**src/rtl/mux16_rr_sched.sv**
```systemverilog
// mux16_rr_sched: round-robin owner scheduler driving the select of a shared 16:1 mux.
// Define MUX_SCHED_TIMEOUT_EN to add a forced release after HOLD_LIMIT cycles of ownership.
module mux16_rr_sched #(
  parameter int HOLD_LIMIT = 64
) (
  input  logic        clk,
  input  logic        rst_n,
  input  logic [15:0] req,
  input  logic        done,
  output logic [3:0]  sel,
  output logic [15:0] grant,
  output logic        gnt_valid,
  output logic        busy,
  output logic        timeout
);
  typedef enum logic {IDLE, OWN} state_t;
  state_t      state_q, state_d;
  logic [3:0]  sel_q, sel_d, last_q, last_d, win;
  logic [15:0] grant_q, grant_d;
  logic        gnt_valid_q, gnt_valid_d, busy_q, busy_d;
  logic        to_hit, rel, take;

  // Search last+1 .. last+16; the final candidate is last itself, so a lone owner is re-granted.
  always_comb begin
    win = last_q;
    for (int k = 15; k >= 0; k--)
      if (req[last_q + 4'(k + 1)]) win = last_q + 4'(k + 1);
  end

  always_comb begin
    rel         = done | ~req[sel_q] | to_hit;
    take        = |req && (state_q == IDLE || rel);
    state_d     = (take || (state_q == OWN && !rel)) ? OWN : IDLE;
    sel_d       = take ? win : sel_q;
    last_d      = take ? win : last_q;
    grant_d     = take ? 16'h1 << win : (state_d == OWN) ? grant_q : 16'h0;
    gnt_valid_d = state_d == OWN;
    busy_d      = state_d == OWN;
  end

  always_ff @(posedge clk or negedge rst_n) begin
    if (!rst_n) begin
      state_q     <= IDLE;
      sel_q       <= 4'h0;
      last_q      <= 4'hF;
      grant_q     <= 16'h0;
      gnt_valid_q <= 1'b0;
      busy_q      <= 1'b0;
    end else begin
      state_q     <= state_d;
      sel_q       <= sel_d;
      last_q      <= last_d;
      grant_q     <= grant_d;
      gnt_valid_q <= gnt_valid_d;
      busy_q      <= busy_d;
    end
  end

`ifdef MUX_SCHED_TIMEOUT_EN
  logic [7:0] cnt_q, cnt_d;
  logic       timeout_q, timeout_d;
  // done at the limit wins over the forced release, so no pulse in that case
  assign to_hit = state_q == OWN && cnt_q == 8'(HOLD_LIMIT - 1) && !done;
  always_comb begin
    cnt_d     = take ? 8'h0 : (state_q == OWN) ? cnt_q + 8'h1 : cnt_q;
    timeout_d = to_hit;
  end
  always_ff @(posedge clk or negedge rst_n) begin
    if (!rst_n) begin
      cnt_q     <= 8'h0;
      timeout_q <= 1'b0;
    end else begin
      cnt_q     <= cnt_d;
      timeout_q <= timeout_d;
    end
  end
  assign timeout = timeout_q;
`else
  assign to_hit  = 1'b0;
  assign timeout = 1'b0;
`endif

  assign sel       = sel_q;
  assign grant     = grant_q;
  assign gnt_valid = gnt_valid_q;
  assign busy      = busy_q;
endmodule

```
**config.mk**
```make
export PLATFORM = sky130hd
export DESIGN_NAME = mux16_rr_sched
export DESIGN_NICKNAME = d
export VERILOG_FILES = /design/src/rtl/mux16_rr_sched.sv
export SDC_FILE = /design/constraint.sdc
export NUM_CORES = 1
export LEC_CHECK = 0
export ABC_CLOCK_PERIOD_IN_PS = 12300
export BUFFER_PORTS_ARGS = -buffer_cell sky130_fd_sc_hd__buf_2
export CORE_ASPECT_RATIO = 0.6
export CORE_MARGIN = 2
export CORE_UTILIZATION = 51
export DETAILED_ROUTE_END_ITERATION = 16
export GPL_ROUTABILITY_DRIVEN = 0
export PLACE_DENSITY = 0.72
export SETUP_SLACK_MARGIN = 0.02
export SYNTH_ARGS = -nofsm -noshare
export SYNTH_HDL_FRONTEND = slang
export SYNTH_SLANG_ARGS = --single-unit
```
**constraint.sdc**
```tcl
create_clock -name clk -period 12.3 [get_ports clk]
set_input_delay 1.23 -clock clk [delete_from_list [all_inputs] [get_ports clk]]
set_output_delay 1.23 -clock clk [all_outputs]
set_load 0.03 [all_outputs]
```
## Yosys cells after proc, flatten, opt, wreduce, memory -nomap -nowiden

Cells that the tools add are included.

| word-level totals | value |
|---|---|
| register bits | 25 |
| latch bits | 0 |
| bits in writable memories | 0 |
| memory bits (read-only) | 0 |
| bits of input ports | 19 |
| memories kept | 0 |

| operators by class | value |
|---|---|
| add/sub/neg operators | 15 |
| $mul | 0 |
| div/mod/pow operators | 0 |
| magnitude comparators | 16 |
| equal/unequal tests | 1 |
| shift operators | 1 |
| mux-type cells | 50 |
| bitwise gates (word level) | 3 |
| reduce and logical (&&, ||, !) cells | 6 |

Operators with widths:

| cell | number |
|---|---|
| $lt A4 B5 Y1 const B | 16 |
| $bmux W1 S4 | 16 |
| $mux W4 | 15 |
| $add A4 B4 Y4 const B | 8 |
| $mux W16 | 2 |
| $mux W1 | 17 |
| $add A4 B3 Y4 const B | 4 |
| $reduce_or A16 Y1 | 1 |
| $shl A1 B4 Y16 const A | 1 |
| $add A4 B2 Y4 const B | 2 |
| $add A4 B1 Y4 const B | 1 |
| $logic_and A1 B1 Y1 | 2 |
| $logic_or A1 B1 Y1 | 2 |
| $ne A2 B1 Y1 const B | 1 |
| $not A1 Y1 | 2 |
| $logic_not A1 Y1 | 1 |
| $or A1 B1 Y1 | 1 |

## Longest topological paths before layout

| logic depth | value |
|---|---|
| word-level depth | 20 |
| gate-level depth with buffers | 16 |

## Worst setup path after synthesis

OpenSTA, ideal clock, no wires.

| path | value |
|---|---|
| path type | register -> register |
| start | reg last_q[1] |
| end | reg grant_q[13], in the netlist grant[13] |
| arrival | 4.026 ns |
| required time | 12.204 ns |
| slack | 8.178 ns |
| stages on the path, launching flop included | 16 |
| buffers on the path | 5 |
| period minus slack after synthesis | 4.122 ns |
| cell sequence | dfstp_2 -> buf_2 -> buf_2 -> inv_1 -> ha_1 -> buf_2 -> buf_2 -> mux4_2 -> mux4_2 -> nor3b_1 -> a311oi_2 -> a211oi_1 -> o311a_1 -> or2_1 -> buf_6 -> o31ai_1 |

| between the ends | value |
|---|---|
| word-level cells in the longest chain between the ends | 20 |

Ends and longest elaborated chain:

| item | RTL line | RTL |
|---|---|---|
| from (decl) | 18 | `logic [3:0] sel_q, sel_d, last_q, last_d, win;` |
| from (signal assigned) | 52 | `last_q <= last_d;` |
| $add A4 B4 Y4 | 27 | `if (req[last_q + 4'(k + 1)]) win = last_q + 4'(k + 1);` |
| $bmux W1 S4 | 27 |  |
| $mux W1 (implied by the code) | 27 |  |
| $mux W4 (14 in a row) | 27 |  |
| $mux W4 * | 27 |  |
| $shl A1 B4 Y16 * | 36 | `grant_d = take ? 16'h1 << win : (state_d == OWN) ? grant_q : 16'h0;` |
| $mux W16 * | 36 |  |
| to (signal assigned) | 53 | `grant_q <= grant_d;` |
| to (decl) | 19 | `logic [15:0] grant_q, grant_d;` |

Every way passes the cells marked *; elsewhere a longest branch is shown, timed or not. The select of a mux whose other input is x is not followed.
A chain may end at the register's enable or synchronous reset.

## Worst setup path after layout

| path | value |
|---|---|
| start | reg last_q[1] |
| end | reg grant_q[3], in the netlist grant[3] |

The elaborated chain is that of the path after synthesis.

==> qor_table.md <==
| Step | Item | Reported |
|---|---|---|
| synth | Gate Count Post-Synth | 346 |
| route | Final routed DRC violation total | 0 |
| final layout | Leading cell types in the layout, fill and taps excluded | buf_2 (40), nand2_1 (34), mux2i_1 (29), mux4_2 (26), dfrtp_1 (21) |
| clocking | Clk pin slew, worst setup/hold paths | 0.09 ns |
| floorplanning | Num rows | 22 |
| clocking | Latest clock arrival within the worst-skew pair | 0.27 ns |
| timing | Slew at the pin closest to its max-slew limit | 0.834 ns |
| synth | Post-synthesis cell area | 0.00333 mm^2 |
| floorplanning | Area of the core | 0.00622 mm^2 |
| clocking | Resized Gates After CTS | 0 |
| clocking | Clock Tree Root | clkbuf_8 |
| synth | Sequential-to-total area share from yosys stat | 0.190 |
| synth | Dominant register cell in the synthesized netlist | dfrtp_1 |
| synth | Number of synthesized register bits | 25 |
| global route | Total track usage | 0.304 |
| clocking | Number of clock buffers inserted by TritonCTS | 3 |
| hold path | Hold Path Cell Cnt | 2 |
| clocking | Buffers inserted by post-CTS timing repair | 0 |
| timing | Setup repair after global routing missed its margin | no |
| clocking | H-tree depth | 1 |
| global route | Number of antenna violations at the first check in global routing | 0 |
| route | Vias after detailed routing | 3,258 |
| timing | Worst hold slack across all endpoints | 0.484 ns |
| setup path | Depth of the worst register-to-register path | 10 |
| timing | Worst relative slew slack | 0.437 |
| timing | Post-Route Setup TNS | 0 ns |
| floorplanning | Initial Utilization | 0.535 |
| hold path | Sink of the worst hold path | grant[6]$_DFFE_PN0P_ |
| route | Number of DRC markers in iteration 0 | 400 |
| global route | GR Overflow Total | 0 |
| route | Total wirelength of the detailed-routed design | 10.4 mm |
| floorplanning | Die width | 108 um |
| placed design | Number of input and output port buffers inserted | 40 |
| clocking | Clock net sink count | 25 |
| clocking | Clock tree from TritonCTS | built |
| synth | Post-synth net total | 372 |
| clocking | Bufs on Longest Clock Path | 2 |
| setup path | Critical path fanouts, max | 20 |
| flow run | Number of max-capacitance violations reported | 0 |
| setup path | Critical register-to-register path endpoint | grant[3]$_DFFE_PN0P_ |
| global route | Wire length of the first global-routing pass | 16.5 mm |
| timing | Minimum clock period after layout | 5.17 ns |
| timing | Fraction of the cycle the final worst path needs | 0.420 |
| final layout | Ant diodes | 0 |
| timing | Final setup violating endpoints | 0 |
| final layout | Area Growth Syn to Fin | 6.96% |
| outcome | Outcome | completed |
| final layout | Fillcell total | 560 |
| setup path | Kind of critical path | flip-flop to flip-flop |
| route | Count of TritonRoute iterations in the first routing pass | 5 |
| clocking | Hold Buf Count CTS | 0 |
| global route | Number of global-route vias before repair | 3,009 |
| setup path | Reg2reg setup slack | 7.13 ns |
| route | Post-detailed-route wirelength per cell | 22.9 um |
| route | Vias per std cell | 7.18 |
| hold path | Startpoint of the tightest hold check path | grant[6]$_DFFE_PN0P_ |
| floorplanning | Boundary Pins | 42 |
| hold path | Type of the most critical hold path | flip-flop to flip-flop |
| setup path | Critical path launch point type | flip-flop |
| setup path | Reg-to-reg startpoint | last_q[1]$_DFFE_PN1P_ |
| placed design | Detail Placement HPWL | 8.01 mm |
| floorplanning | Die outline height | 66.6 um |
| synth | Syn_area_per_cell | 9.62 um^2 |
| synth | Share of synthesized flip-flops with an asynchronous set or reset | 1.00 |
| synth | Number of flops mapped to enable cells by yosys | 0 |
| setup path | Arrival time reported for the critical path endpoint | 5.34 ns |
| global route | Maximum number of pins on one net before global-route repair | 33 |
| route | Residual antenna-violating net count after detailed routing | 0 |
| setup path | Critical Path RT | 12.47 ns |
| timing | Clock skew | 0.00545 ns |
| final layout | Fraction of final layout cells with drive strength greater than 1 | 0.251 |
| final layout | Fin nets | 397 |
| final layout | Most common library cell in the layout ignoring fill and taps | buf_2 |
| floorplanning | Die ar. | 0.00721 mm^2 |
| synth | Warning count from the yosys run | 0 |
| timing | Number of hold violations in the final report | 0 |
| synth | Post-synthesis cell type count | 68 |
| setup path | Crit. End Element | flip-flop |
| timing | Max Freq | 194 MHz |
| timing | Number of pins with negative max-slew slack in the final report | 0 |
cell families after synthesis:
logic type,after synthesis,share of synthesized area
AO/OA/AOI/OAI,94,0.204
XOR/XNOR,14,0.0425
adder cells (fa/ha/maj),7,0.0263
buffers and inverters,34,0.0515
flip-flops,25,0.190
multiplexers,72,0.340
other,1,0.00113
AND/OR/NAND/NOR,99,0.145
worst max-delay path: stages (launching register included):
cell	delay (ns)
dfstp_2	0.87
inv_1	0.30
ha_1	0.84
mux4_2	0.65
mux4_2	0.56
a2111o_1	0.37
a221oi_1	0.31
o2111ai_1	0.21
a31oi_2	0.38
nand3_1	0.28
o31ai_1	0.28
through the flow:
step | cell area (um^2) | cells | util | setup slack (ns)
detailed placement | 3510 | 450 | 0.565 | 7.25
global placement | 3510 | 450 | 0.565 | 7.31
finish | 3560 | 454 | 0.572 | 7.13
global route | 3560 | 454 | 0.572 | 6.97
CTS | 3560 | 454 | 0.572 | 7.23
floorplan | 3330 | 346 | - | 8.18
state kept, by name, summed over array words and instances (netlist names):
register  count
busy          1
sel           4
last_q        4
grant        16
synth_stat cells, types with 10 or more instances:
cell type	instances	area (um^2)
buf_2	11	55.1
mux2i_1	29	290
dfrtp_1	21	526
xnor2_1	10	87.6
nand2_1	34	128
o31ai_1	16	120
inv_1	12	45.0
o21ai_0	14	70.1
nor2_1	20	75.1
mux4_2	26	586
a21oi_1	18	90.1
layout make-up:
type	instances	area (um^2)	share of cell area
clock buffer	4	45.0	0.0127
inverter	14	52.6	0.0148
sequential	25	631	0.177
tap	84	105	0.0295
timing repair buffer	40	200	0.0563
multi-input combinational	287	2520	0.710
how the worst max path moves through the flow:
stage	slack (ns)	start	cells after the start	to
finish	7.13	last_q[1]$_DFFE_PN1P_	10	grant[3]$_DFFE_PN0P_
global route	6.97	last_q[1]$_DFFE_PN1P_	10	grant[3]$_DFFE_PN0P_
CTS	7.23	last_q[1]$_DFFE_PN1P_	10	grant[3]$_DFFE_PN0P_
detailed placement	7.25	last_q[1]$_DFFE_PN1P_	10	grant[3]$_DFFE_PN0P_
global placement	7.31	last_q[1]$_DFFE_PN1P_	10	grant[0]$_DFFE_PN0P_
floorplan	8.18	last_q[1]$_DFFE_PN1P_	15	grant[13]$_DFFE_PN0P_
layer usage:
layer | share of wire | vias up | global-route usage
met1 | 0.45 | 1594 | 0.473
met5 | 0 | - | 0
li1 | - | 1419 | -
met2 | 0.40 | 233 | 0.411
met4 | 0.0087 | 0 | 0.0449
met3 | 0.15 | 12 | 0.101
Power is left out: the tool's default activity adds up to more than one toggle a clock period on the data nets, which glitch-free logic cannot reach.
